--- src/rtl/wb_cmd_master.sv ---
// Wishbone classic single-transfer initiator: one command in, one bus cycle, one response out.
// An optional timeout aborts a bus cycle whose slave never acknowledges.
module wb_cmd_master #(
    parameter int ADDR_WIDTH     = 1,
    parameter int DATA_WIDTH     = 16,
    parameter int TIMEOUT_CYCLES = 255
) (
    input  logic                  clk,
    input  logic                  reset,
    input  logic                  cmd_valid,
    output logic                  cmd_ready,
    input  logic                  cmd_write,
    input  logic [ADDR_WIDTH-1:0] cmd_address,
    input  logic [DATA_WIDTH-1:0] cmd_writedata,
    output logic                  rsp_valid,
    input  logic                  rsp_ready,
    output logic [DATA_WIDTH-1:0] rsp_readdata,
    output logic                  rsp_error,
    output logic [ADDR_WIDTH-1:0] wbm_address,
    output logic [DATA_WIDTH-1:0] wbm_writedata,
    input  logic [DATA_WIDTH-1:0] wbm_readdata,
    output logic                  wbm_strobe,
    output logic                  wbm_write,
    output logic                  wbm_cycle,
    input  logic                  wbm_ack
);

    localparam int CNT_W = (TIMEOUT_CYCLES > 0) ? $clog2(TIMEOUT_CYCLES + 1) : 1;
    localparam bit TIMEOUT_EN = (TIMEOUT_CYCLES != 0);
    localparam logic [CNT_W-1:0] CNT_LAST = (TIMEOUT_CYCLES > 0) ? CNT_W'(TIMEOUT_CYCLES - 1) : '0;

    typedef enum logic [1:0] {
        IDLE,
        BUS,
        RESP
    } state_t;

    state_t           state;
    logic [CNT_W-1:0] count;

    always_ff @(posedge clk or negedge reset) begin
        if (!reset) begin
            state         <= IDLE;
            count         <= '0;
            cmd_ready     <= 1'b1;
            rsp_valid     <= 1'b0;
            rsp_error     <= 1'b0;
            rsp_readdata  <= '0;
            wbm_cycle     <= 1'b0;
            wbm_strobe    <= 1'b0;
            wbm_write     <= 1'b0;
            wbm_address   <= '0;
            wbm_writedata <= '0;
        end else begin
            case (state)
                IDLE: begin
                    if (cmd_valid) begin
                        wbm_address   <= cmd_address;
                        wbm_writedata <= cmd_writedata;
                        wbm_write     <= cmd_write;
                        wbm_cycle     <= 1'b1;
                        wbm_strobe    <= 1'b1;
                        cmd_ready     <= 1'b0;
                        count         <= '0;
                        state         <= BUS;
                    end
                end
                BUS: begin
                    // An ack on the same edge as the last allowed cycle still completes normally.
                    if (wbm_ack) begin
                        wbm_cycle    <= 1'b0;
                        wbm_strobe   <= 1'b0;
                        wbm_write    <= 1'b0;
                        rsp_readdata <= wbm_write ? '0 : wbm_readdata;
                        rsp_error    <= 1'b0;
                        rsp_valid    <= 1'b1;
                        state        <= RESP;
                    end else if (TIMEOUT_EN && (count == CNT_LAST)) begin
                        wbm_cycle    <= 1'b0;
                        wbm_strobe   <= 1'b0;
                        wbm_write    <= 1'b0;
                        rsp_readdata <= '0;
                        rsp_error    <= 1'b1;
                        rsp_valid    <= 1'b1;
                        state        <= RESP;
                    end else if (count != '1) begin
                        count <= count + 1'b1;
                    end
                end
                RESP: begin
                    if (rsp_ready) begin
                        rsp_valid <= 1'b0;
                        cmd_ready <= 1'b1;
                        state     <= IDLE;
                    end
                end
                default: state <= IDLE;
            endcase
        end
    end

endmodule

--- config.mk ---
export PLATFORM = sky130hd
export DESIGN_NAME = wb_cmd_master
export DESIGN_NICKNAME = d
export VERILOG_FILES = /design/src/rtl/wb_cmd_master.sv
export SDC_FILE = /design/constraint.sdc
export NUM_CORES = 1
export LEC_CHECK = 0
export BUFFER_PORTS_ARGS = -buffer_cell sky130_fd_sc_hd__buf_4
export CAP_MARGIN = 20
export CORE_MARGIN = 4
export CORE_UTILIZATION = 52
export DETAILED_ROUTE_END_ITERATION = 7
export HOLD_SLACK_MARGIN = 0.05
export PLACE_DENSITY_LB_ADDON = 0.3
export SYNTH_ARGS = -nofsm -noshare
export SYNTH_HDL_FRONTEND = slang
export SYNTH_SLANG_ARGS = --single-unit
export TNS_END_PERCENT = 5
--- constraint.sdc ---
create_clock -name clk -period 3.2 [get_ports clk]
set_clock_uncertainty 0.2 [all_clocks]
set_input_delay 0.32 -clock clk [delete_from_list [all_inputs] [get_ports clk]]
set_output_delay 0.32 -clock clk [all_outputs]
set_load 0.02 [all_outputs]
Word level (Yosys, flattened, before mapping)
Index checks and enable logic that the tools add are counted.
{"block": "totals", "ff_bits": 48, "input_bits": 39, "output_inout_bits": 39, "word_cells": 60}
{"block": "op_classes", "add_sub_neg": 1, "eq_ne": 10, "mux": 27, "reduce_logical": 12}
{"op": "16-bit 2-to-1 mux", "n": 3}
{"op": "8-bit 2-to-1 mux", "n": 4}
{"op": "8-bit case mux with 2 select lines", "n": 1}
{"op": "3-bit AND reduction", "n": 4}
{"op": "1-bit 2-to-1 mux", "n": 10}
{"op": "2-bit != test, second input constant", "n": 5}
{"op": "8-bit by 1-bit adder with 8-bit output, second input constant", "n": 1}
{"op": "8-bit equality test, second input constant", "n": 1}
{"op": "2-bit 2-to-1 mux", "n": 4}
{"op": "8-bit != test, second input constant", "n": 1}
{"op": "1-bit case mux with 2 select lines", "n": 4}
{"op": "2-bit nonzero test", "n": 4}
{"op": "2-bit case mux with 3 select lines", "n": 1}
{"op": "5-bit AND reduction", "n": 1}
{"op": "2-bit AND reduction", "n": 2}
{"op": "3-bit != test, second input constant", "n": 1}
{"op": "2-bit by 1-bit equality test with 1-bit output, second input constant", "n": 1}
{"op": "2-bit equality test, second input constant", "n": 1}
{"op": "2-bit zero test", "n": 1}

Longest topological paths before layout
Gate-level depths: netlist (run 1).
{"block": "depth", "word_depth": 5, "mapped_depth": 7, "ltp_nobuf": 5}

Worst setup path after synthesis (run 1)
OpenSTA, ideal clock, no wires.
{"block": "synth_timing", "path_type": "register to register", "start": "register state[1]", "end": "register count[6]", "t_arrival_ps": 1411, "required_ps": 2865, "path_slack_ps": 1455, "path_stages_with_launch": 6, "cell_sequence": "dfrtp_1 > buf_6 > or3b_4 > a22o_1 > a21oi_2 > o211ai_1"}
{"block": "synth_via", "elab_chain_len": 3}
{"item": "from (decl)", "line_no": "38", "source": "state_t state;"}
{"item": "from (signal assigned)", "line_no": "43", "source": "state <= IDLE;"}
{"item": "from (signal assigned)", "line_no": "65", "source": "state <= BUS;"}
{"item": "from (signal assigned)", "line_no": "77", "source": "state <= RESP;"}
{"item": "2-bit by 1-bit equality test with 1-bit output / 2-bit zero test (equally long branches)", "line_no": "55", "source": "case (state)"}
{"item": "2-bit != test (no source line) / 2-bit nonzero test (equally long branches)"}
{"item": "5-bit AND reduction (no source line)"}
{"item": "to (signal assigned)", "line_no": "87", "source": "count <= count + 1'b1;"}
{"item": "to (decl)", "line_no": "39", "source": "logic [CNT_W-1:0] count;"}
Parallel ways exist; a longest one is shown, timed or not.
A chain may end at the register's enable or synchronous reset.

Worst setup path after layout (run 1)
{"block": "layout_timing", "start": "register state[0]", "end": "register rsp_readdata[2]"}
{"block": "layout_via", "elab_chain_len": 2}
{"item": "2-bit by 1-bit equality test with 1-bit output", "line_no": "55"}
{"item": "2-bit AND reduction (no source line)"}
{"item": "to (signal assigned)", "line_no": "74", "source": "rsp_readdata <= wbm_write ? '0 : wbm_readdata;"}
{"item": "to (decl)", "line_no": "17", "source": "output logic [DATA_WIDTH-1:0] rsp_readdata,"}
Every way passes these cells.

==> flow_summary.json, run 1 <==
{
  "status": "completed",
  "syn_nets": 234,
  "post-synth-top-area-fraction_pct": 58.5,
  "dp_slack_ns": 1.04,
  "placement_rows": 22,
  "worst-path-max-fanout": 16,
  "largest_cells_by_area_after_synthesis": "dfrtp_1 (58%), nand2_1 (11%), a22o_1 (7.4%)",
  "ratio_of_cells_with_drive_above_1_in_the_final_layout_pct": 30.8,
  "setup_repair_after_global_routing_missed_its_margin": "false",
  "proportion_of_synthesized_chip_area_in_sequential_cells_pct": 59.8,
  "antenna_cells_inserted": 0,
  "numCtsBuffers": 5,
  "fillerInstances": 237,
  "clkTransAtPathRegs_ns": 0.08,
  "number_of_antenna_violations_at_the_first_check_in_global_routing": 0,
  "drt_iter0_drc": 74,
  "viasPerCell": 5.26,
  "vdd_ir_drop_max_uv": 515,
  "critPathSlowestCell": "nor2b_1",
  "placed_cell_areas_um2": 2610,
  "asyncSetResetFlopFracSynth_pct": 100,
  "drt_pass1_iterations": 4,
  "setup-violations-final": 0,
  "detailedPlacementHpwl_um": 3560,
  "timing.critical_path.arrival_ns": 2.27,
  "die_w_um": 70.2,
  "die_ht_um": 70.2,
  "clock-root-buffer": "clkbuf_8",
  "grt_remaining_overflow": 0,
  "startpoint_type_of_the_worst_setup_path": "flop",
  "mappedNetlistArea_um2": 2010,
  "clock.fmax_ghz": 0.447,
  "power.total_mw": 2.64,
  "dp.cells": 310,
  "critical-path-max-stage-delay_ns": 0.56,
  "place.port_buffers": 77,
  "crit_path_cell_trace": "nor2b_1 > nand2_1 > nor2_2 > a22o_1",
  "avgSynthCellArea_um2": 10.4,
  "final_cell_area_um2": 2950,
  "maxCapViolations": 0,
  "drcViolationCount": 0,
  "synth-seq-cells": 48,
  "gp_congestion": 0.902,
  "synth-edff-count": 0,
  "syn_inst": 193,
  "tritoncts_clock_tree": "built",
  "final_hold_fails": 0,
  "cellLeakagePower_nw": 1.50,
  "area_growth_pct": 46.5,
  "drv_slew": 0,
  "cts-root-to-sink-buffers": 2,
  "synth_cell_types": 36,
  "floorplan.initialDensity_pct": 54.5,
  "first_pass_grt_wire_length_um": 8890,
  "setup_tns_ns": 0,
  "synth_flop_cell": "dfrtp_1",
  "cts_htree_levels": 2,
  "setup.reg_to_reg.worst_slack_ns": 0.96,
  "grt_start_max_net_pins": 49,
  "clkLatencyLatePin_ns": 0.29,
  "final_period_minus_worst_setup_slack_ns": 2.24,
  "synth_commonest_cells": "nand2_1 (61), dfrtp_1 (47), a22o_1 (17), a21oi_1 (7)",
  "drt-wirelength-per-cell_um": 15.5,
  "ant_nets": 0,
  "worstSetupEndpointType": "flop",
  "design.portCount": 78,
  "worst_slew_pin_slew_ns": 0.659,
  "finish.net_count": 336,
  "dieArea_um2": 4930,
  "post_layout_nonfiller_instances": 343,
  "cts.repair.resized": 0,
  "critical_path_required_ns": 3.23,
  "finalWorstSetupSlack_ns": 0.961,
  "power.density_cell_area_nw_per_um2": 896,
  "coreArea_um2": 3690,
  "routed_wl_um": 5320,
  "cts.sinks": 48,
  "synth_top_area_cell": "dfrtp_1",
  "vias_in_the_first_global_route": 1832,
  "holdCritPathClass": "primary input to flop",
  "synthMostInstantiatedCell": "nand2_1",
  "globalRouteTotalUtil_pct": 22.5,
  "worst_slew_margin_rel_pct": 56.0,
  "synthesis.yosys.warnings": 0,
  "num_vias": 1804,
  "fraction_of_the_cycle_the_final_worst_path_needs_pct": 70.0,
  "setup.worst_path.class": "flop to flop"
}
metrics by stage:
step / utilization [%] / hold slack (ns)
final: 79.9 / 0.0508
after global routing: 79.9 / 0.0505
after CTS: 79.6 / 0.0500
after detailed placement: 70.7 / 0.165
after global placement: 70.7 / 0.162
after floorplan: - / -0.176
layout make-up:
type                    count  area, um2  area share, %
flip-flops and latches     48       1200           40.8
repair buffers            104        846           28.7
multi-input cells         130        738           25.1
clock buffers               6       72.6           2.46
well taps                  48       60.1           2.04
inverters                   6       22.5          0.764
clock inverters             1       5.00          0.170
repair_timing:
action                                 CTS  global route
endpoints found under the hold margin   71             1
buffers inserted                         0             0
hold buffers                            25             1
cell families (layout without fill, tap and decap cells):
family          count (synthesis)  after routing  share of synthesized area (%)
buf+inv                        15            117                           3.79
mux                             3              3                           1.49
simple gates                   81             81                           17.7
fa+ha+maj                       2              2                           1.24
compound gates                 44             44                           16.0
flops                          48             48                           59.8
where the power goes:
part	internal (mW)	total, mW	switching, mW
Clock	0.149	0.335	0.186
Sequential	0.870	1.09	0.215
Combinational	0.534	1.22	0.686
routing by layer:
metal	up-vias	wire length (um)	GRT usage (%)
met2	85	2660	37.9
met1	849	2220	29.4
met5	-	0	0
met4	0	44	5.74
met3	6	389	5.04
li1	864	-	-
layout by cell type, fill, tap and decap left out, types with 2 or more instances in the layout:
cell type and count:
o21ai_0 6, dfrtp_1 47, ha_1 2, inv_1 6, nand2_1 61, nand3_1 2
dlygate4sd3_1 26, a21oi_1 7, mux2i_1 3, nor3_1 2, o211ai_1 4, nor2_1 3
clkbuf_8 5, nor2b_1 2, a22o_1 17, a31oi_1 3, buf_4 78
registers in the layout, summed over array words and instances (netlist names):
signal / cells
wbm_address: 1
rsp_readdata: 16
rsp_error: 1
cmd_ready: 1
state: 2
wbm_write: 1
wbm_cycle: 1
wbm_writedata: 16
rsp_valid: 1
count: 8
critical path: cells and delay by family (launching register included):
kind	cells	cell delay, ns
AOI/OAI and AO/OA	1	0.26
DFF	1	0.47
and+or+nand+nor	3	1.25
path summary, 6_finish.rpt:
| path | from | to | cells past startpoint |
|---|---|---|---|
| min in group asynchronous | reset | wbm_writedata[0] | 2 |
| hold reg to reg | wbm_writedata[9] | wbm_writedata[9] | 2 |
| setup reg to reg | state[0] | rsp_readdata[2] | 4 |
| hold / removal | wbm_readdata[12] | rsp_readdata[12] | 2 |
| max in group asynchronous | reset | count[5] | 2 |
| setup / recovery | state[0] | rsp_readdata[2] | 4 |
No activity file was read; power rests on OpenSTA's default activity.
==> inputs of run 2 (changes only) <==
--- a/config.mk
+++ b/config.mk
@@ -8,7 +8,7 @@
 export BUFFER_PORTS_ARGS = -buffer_cell sky130_fd_sc_hd__buf_4
 export CAP_MARGIN = 20
 export CORE_MARGIN = 4
-export CORE_UTILIZATION = 52
+export CORE_UTILIZATION = 48
 export DETAILED_ROUTE_END_ITERATION = 7
 export HOLD_SLACK_MARGIN = 0.05
 export PLACE_DENSITY_LB_ADDON = 0.3
==> constraint.sdc (replaced) <==
create_clock -name clk -period 2.1 [get_ports clk]
set_clock_uncertainty 0.2 [all_clocks]
set_input_delay 0.21 -clock clk [delete_from_list [all_inputs] [get_ports clk]]
set_output_delay 0.21 -clock clk [all_outputs]
set_load 0.02 [all_outputs]
==> run 2 against run 1 <==
Sequential share of layout area is 2.0 points lower. Worst hold slack gained 0.0042 ns. Critical path type is now primary input to flop. Sequential power is 50% higher. Flip-flop and latch count unchanged. Largest cell class unchanged. Non-clock buffer count up 14. Largest power group unchanged.
==> flow_summary.json, run 2 (synthesized netlist as in run 1, its figures left out) <==
{
  "gp_congestion": 0.880,
  "clock.fmax_ghz": 0.520,
  "floorplan.initialDensity_pct": 49.9,
  "tritoncts_clock_tree": "built",
  "clkLatencyLatePin_ns": 0.29,
  "startpoint_type_of_the_worst_setup_path": "primary input",
  "fillerInstances": 253,
  "post_layout_nonfiller_instances": 359,
  "worstSetupEndpointType": "flop",
  "final_cell_area_um2": 3100,
  "power.total_mw": 4.12,
  "critPathCapture": "count[6]",
  "fin_worst_hold_slack_ns": 0.0551,
  "drv_slew": 0,
  "vias_in_the_first_global_route": 1844,
  "setup.worst_path.class": "primary input to flop",
  "cts.sinks": 48,
  "antenna_cells_inserted": 0,
  "grt_remaining_overflow": 0,
  "layout_commonest_cell": "buf_4",
  "placed_cell_areas_um2": 2630,
  "grt_start_max_net_pins": 49,
  "number_of_antenna_violations_at_the_first_check_in_global_routing": 0,
  "worst_slew_margin_rel_pct": 61.0,
  "layout.cells.most_common_list": "buf_4 (81), nand2_1 (61), dfrtp_1 (47), dlygate4sd3_1 (37), a22o_1 (17)",
  "critical_path_required_ns": 2.11,
  "setup_tns_ns": 0,
  "dp_slack_ns": 0.206,
  "clkTransAtPathRegs_ns": 0.08,
  "globalRouteTotalUtil_pct": 22.0,
  "status": "completed",
  "rr_endpoint": "count[3]",
  "dp.cells": 315,
  "drt_pass1_iterations": 4,
  "ff2ff_path_depth": 4,
  "area_growth_pct": 53.9,
  "power.density_cell_area_nw_per_um2": 1330,
  "final_period_minus_worst_setup_slack_ns": 1.92,
  "crit_path_start": "wbm_ack",
  "top_regs": "rsp_readdata (16), wbm_writedata (16), count (8)",
  "place.port_buffers": 77,
  "viasPerCell": 5.26,
  "clock-root-buffer": "clkbuf_8",
  "cts_htree_levels": 2,
  "timing.critical_path.arrival_ns": 1.94,
  "postLayoutCoreUtil_pct": 76.8,
  "detailedPlacementHpwl_um": 3380,
  "num_vias": 1887,
  "worst_slew_pin_slew_ns": 0.585,
  "maxCapViolations": 0,
  "final_hold_fails": 0,
  "origin_of_the_critical_flop_to_flop_path": "state[1]",
  "first_pass_grt_wire_length_um": 9000,
  "coreArea_um2": 4030,
  "routed_wl_um": 5530,
  "die_ht_um": 72.7,
  "cts_post_setup_buffers_inserted": 0,
  "setup-violations-final": 0,
  "finalWorstSetupSlack_ns": 0.176,
  "design.portCount": 78,
  "cellLeakagePower_nw": 1.57,
  "worst-path-max-fanout": 7,
  "ant_nets": 0,
  "setup_repair_after_global_routing_missed_its_margin": "false",
  "drcViolationCount": 0,
  "holdCritPathClass": "primary input to flop",
  "placement_rows": 23,
  "numCtsBuffers": 5,
  "drt-wirelength-per-cell_um": 15.4,
  "ratio_of_cells_with_drive_above_1_in_the_final_layout_pct": 30.7,
  "vdd_ir_drop_max_uv": 812,
  "drt_iter0_drc": 123,
  "dieArea_um2": 5290,
  "cts-root-to-sink-buffers": 2,
  "die_w_um": 72.7,
  "finish.net_count": 350,
  "setup.reg_to_reg.worst_slack_ns": 0.19,
  "fraction_of_the_cycle_the_final_worst_path_needs_pct": 91.6
}
[run 2: cell types whose count changed in the layout (fill, tap and decap cells not counted)]
cell,previous run,this run
dlygate4sd3_1,26,37
clkbuf_8,5,6
buf_4,78,81
clkinv_2,1,0
clkinv_4,0,1
clkbuf_1,1,0
[run 2: report_power, final]
group	switching [mW]	internal (mW)
Sequential	0.311	1.33
Clock	0.288	0.263
Combinational	1.08	0.855
Total	1.68	2.44
[run 2: area by class of cell]
| cell class | instances | area, um2 | area share (%) |
|---|---|---|---|
| clock buffers | 6 | 82.6 | 2.67 |
| clock inverters | 1 | 8.76 | 0.283 |
| repair buffers | 118 | 978 | 31.6 |
| multi-input cells | 130 | 738 | 23.8 |
| inverters | 6 | 22.5 | 0.728 |
| flip-flops and latches | 48 | 1200 | 38.8 |
| well taps | 50 | 62.6 | 2.02 |
[run 2: how the worst min path moves through the flow]
stage / endpoint / cells past startpoint / startpoint
2_1_floorplan: count[0] / 0 / reset
3_3_place_gp: rsp_readdata[8] / 1 / reset
3_5_place_dp: rsp_readdata[14] / 1 / reset
4_1_cts: cmd_ready / 4 / cmd_valid
5_1_grt: cmd_ready / 4 / cmd_valid
6_report: cmd_ready / 4 / cmd_valid
[run 2: routing by layer]
metal	part of all wire [%]	global-route usage, %	up-vias
met5	0	0	-
met3	7.5	5.23	6
li1	-	-	896
met1	42	29.1	908
met2	49	36.6	77
met4	0.94	5.53	0
[run 2: timing repair]
action                                 CTS  global route
setup endpoints to repair                0             0
hold buffers                            37             0
endpoints found under the hold margin   85             0
gates resized for setup                  0             0
[run 2: worst max-delay path, cell delays in order]
cell	delay, ns
dlygate4sd3_1	0.53
buf_4	0.17
or3b_1	0.44
or4_1	0.48
o211ai_1	0.10
==> inputs of run 3 (changes only) <==
--- a/config.mk
+++ b/config.mk
@@ -7,7 +7,7 @@
 export LEC_CHECK = 0
 export BUFFER_PORTS_ARGS = -buffer_cell sky130_fd_sc_hd__buf_4
 export CAP_MARGIN = 20
-export CORE_MARGIN = 4
+export CORE_MARGIN = 2
 export CORE_UTILIZATION = 48
 export DETAILED_ROUTE_END_ITERATION = 7
 export HOLD_SLACK_MARGIN = 0.05
==> constraint.sdc (replaced) <==
create_clock -name clk -period 1.8 [get_ports clk]
set_clock_uncertainty 0.2 [all_clocks]
set_input_delay 0.18 -clock clk [delete_from_list [all_inputs] [get_ports clk]]
set_output_delay 0.18 -clock clk [all_outputs]
set_load 0.02 [all_outputs]
==> run 3 against run 2 <==
Global-route usage grew 0.93 points. Critical path depth is 1 lower. Clock-buffer cell count did not move. Worst hold slack gained 0.054 ns. Critical path type is now flop to flop. Critical endpoint is now count[3]. Largest power group unchanged. Highest routed layer unchanged.
==> flow_summary.json, run 3 (synthesized netlist as in run 1, its figures left out) <==
{
  "crit_path_start": "state[1]",
  "setup.worst_path.class": "flop to flop",
  "cellLeakagePower_nw": 1.63,
  "num_vias": 1886,
  "ff2ff_path_depth": 4,
  "fraction_of_the_cycle_the_final_worst_path_needs_pct": 97.2,
  "setup-violations-final": 0,
  "setup_repair_after_global_routing_missed_its_margin": "true",
  "die_ht_um": 68.7,
  "area_growth_pct": 59.4,
  "worst-path-max-fanout": 5,
  "worst_slew_margin_rel_pct": 61.2,
  "layout_commonest_cell": "buf_4",
  "numCtsBuffers": 5,
  "tritoncts_clock_tree": "built",
  "critPathCapture": "count[3]",
  "placement_rows": 23,
  "cts.sinks": 48,
  "grt_start_max_net_pins": 49,
  "place.port_buffers": 77,
  "dieArea_um2": 4730,
  "globalRouteTotalUtil_pct": 22.9,
  "top_regs": "rsp_readdata (16), wbm_writedata (16), count (8)",
  "coreArea_um2": 4030,
  "worstSetupEndpointType": "flop",
  "maxCapViolations": 0,
  "floorplan.initialDensity_pct": 49.9,
  "dp_slack_ns": -0.0794,
  "holdCritPathClass": "primary input to flop",
  "clkLatencyLatePin_ns": 0.31,
  "area_of_all_sequential_standard_cells_um2": 1200,
  "ratio_of_cells_with_drive_above_1_in_the_final_layout_pct": 33.3,
  "fillerInstances": 228,
  "multi_input_comb_area_um2": 769,
  "startpoint_type_of_the_worst_setup_path": "flop",
  "finish.net_count": 358,
  "die_w_um": 68.7,
  "rr_endpoint": "count[3]",
  "status": "completed",
  "drv_slew": 0,
  "dp.cells": 320,
  "final_cell_area_um2": 3210,
  "critical_path_required_ns": 1.79,
  "grt_remaining_overflow": 0,
  "clock.fmax_ghz": 0.572,
  "final_hold_fails": 0,
  "final_period_minus_worst_setup_slack_ns": 1.75,
  "first_pass_grt_wire_length_um": 7860,
  "timing.critical_path.arrival_ns": 1.74,
  "antenna_cells_inserted": 0,
  "drcViolationCount": 0,
  "vias_in_the_first_global_route": 1734,
  "setup.reg_to_reg.worst_slack_ns": 0.05,
  "viasPerCell": 5.13,
  "drt-wirelength-per-cell_um": 14.6,
  "setup_tns_ns": 0,
  "number_of_antenna_violations_at_the_first_check_in_global_routing": 0,
  "clock-root-buffer": "clkbuf_8",
  "ant_nets": 0,
  "detailedPlacementHpwl_um": 3220,
  "vdd_ir_drop_max_uv": 1040,
  "cts_htree_levels": 2,
  "placed_cell_areas_um2": 2670,
  "design.portCount": 78,
  "worst_slew_pin_slew_ns": 0.582,
  "post_layout_nonfiller_instances": 368,
  "finalWorstSetupSlack_ns": 0.0509,
  "clkTransAtPathRegs_ns": 0.08,
  "layout.cells.most_common_list": "buf_4 (87), nand2_1 (61), dfrtp_1 (47), dlygate4sd3_1 (38), a22o_1 (16)",
  "routed_wl_um": 5390,
  "power.density_cell_area_nw_per_um2": 1560,
  "drt_pass1_iterations": 4,
  "gp_congestion": 0.891,
  "drt_iter0_drc": 135,
  "cts-root-to-sink-buffers": 2,
  "origin_of_the_critical_flop_to_flop_path": "state[1]"
}
-- run 3: layer usage --
metal / wire [um] / vias up / global-route usage (%)
li1: - / 915 / -
met4: 65 / 0 / 7.84
met2: 2630 / 73 / 37.4
met5: 0 / - / 0
met1: 2320 / 892 / 29.9
met3: 377 / 6 / 5.84
-- run 3: critical path, stage by stage, from the launching register on --
cell and delay [ns]:
dfrtp_1 0.41, or3b_4 0.43, a22o_4 0.29, a21oi_4 0.18
o21ai_0 0.11
-- run 3: cell type report --
class | count | share of cell area (%)
clock buffer | 6 | 2.58
multi-input combinational | 130 | 24.0
tap | 50 | 1.95
sequential | 48 | 37.5
clock inverter | 2 | 0.429
inverter | 6 | 0.702
timing repair buffer | 126 | 32.9
-- run 3: where the power goes --
group / switching (mW) / internal, mW / leakage (nW) / total (mW)
combinational: 1.33 / 1.12 / 0.972 / 2.45
sequential: 0.316 / 1.55 / 0.607 / 1.86
clock: 0.364 / 0.314 / 0.0516 / 0.678
-- run 3: through the flow --
| step | hold slack, ns | power [mW] | util, % |
|---|---|---|---|
| 2_1_floorplan | -0.316 | 3.16 | - |
| 3_3_place_gp | 0.0213 | 4.09 | 66.3 |
| 3_5_place_dp | 0.0196 | 4.15 | 66.3 |
| 4_1_cts | 0.101 | 4.94 | 78.6 |
| 5_1_grt | 0.114 | 5.31 | 79.6 |
| 6_report | 0.109 | 4.99 | 79.6 |
-- run 3: how the worst min path moves through the flow --
stage	to	depth (start not counted)	startpoint	slack (ns)
after floorplan	count[0]	0	reset	-0.32
after global placement	rsp_readdata[10]	1	reset	0.02
after detailed placement	rsp_readdata[10]	1	reset	0.02
after CTS	count[5]	4	wbm_ack	0.10
after global routing	count[5]	4	wbm_ack	0.11
final	count[5]	4	wbm_ack	0.11
-- run 3: what timing repair did --
action / in CTS / in global routing
gates cloned: 0 / 0
hold buffers: 38 / 0
pin swaps: 0 / 4
buffers inserted: 0 / 2
endpoints found under the setup margin: 21 / 22
resized for setup: 3 / 3
endpoints found under the hold margin: 86 / 0
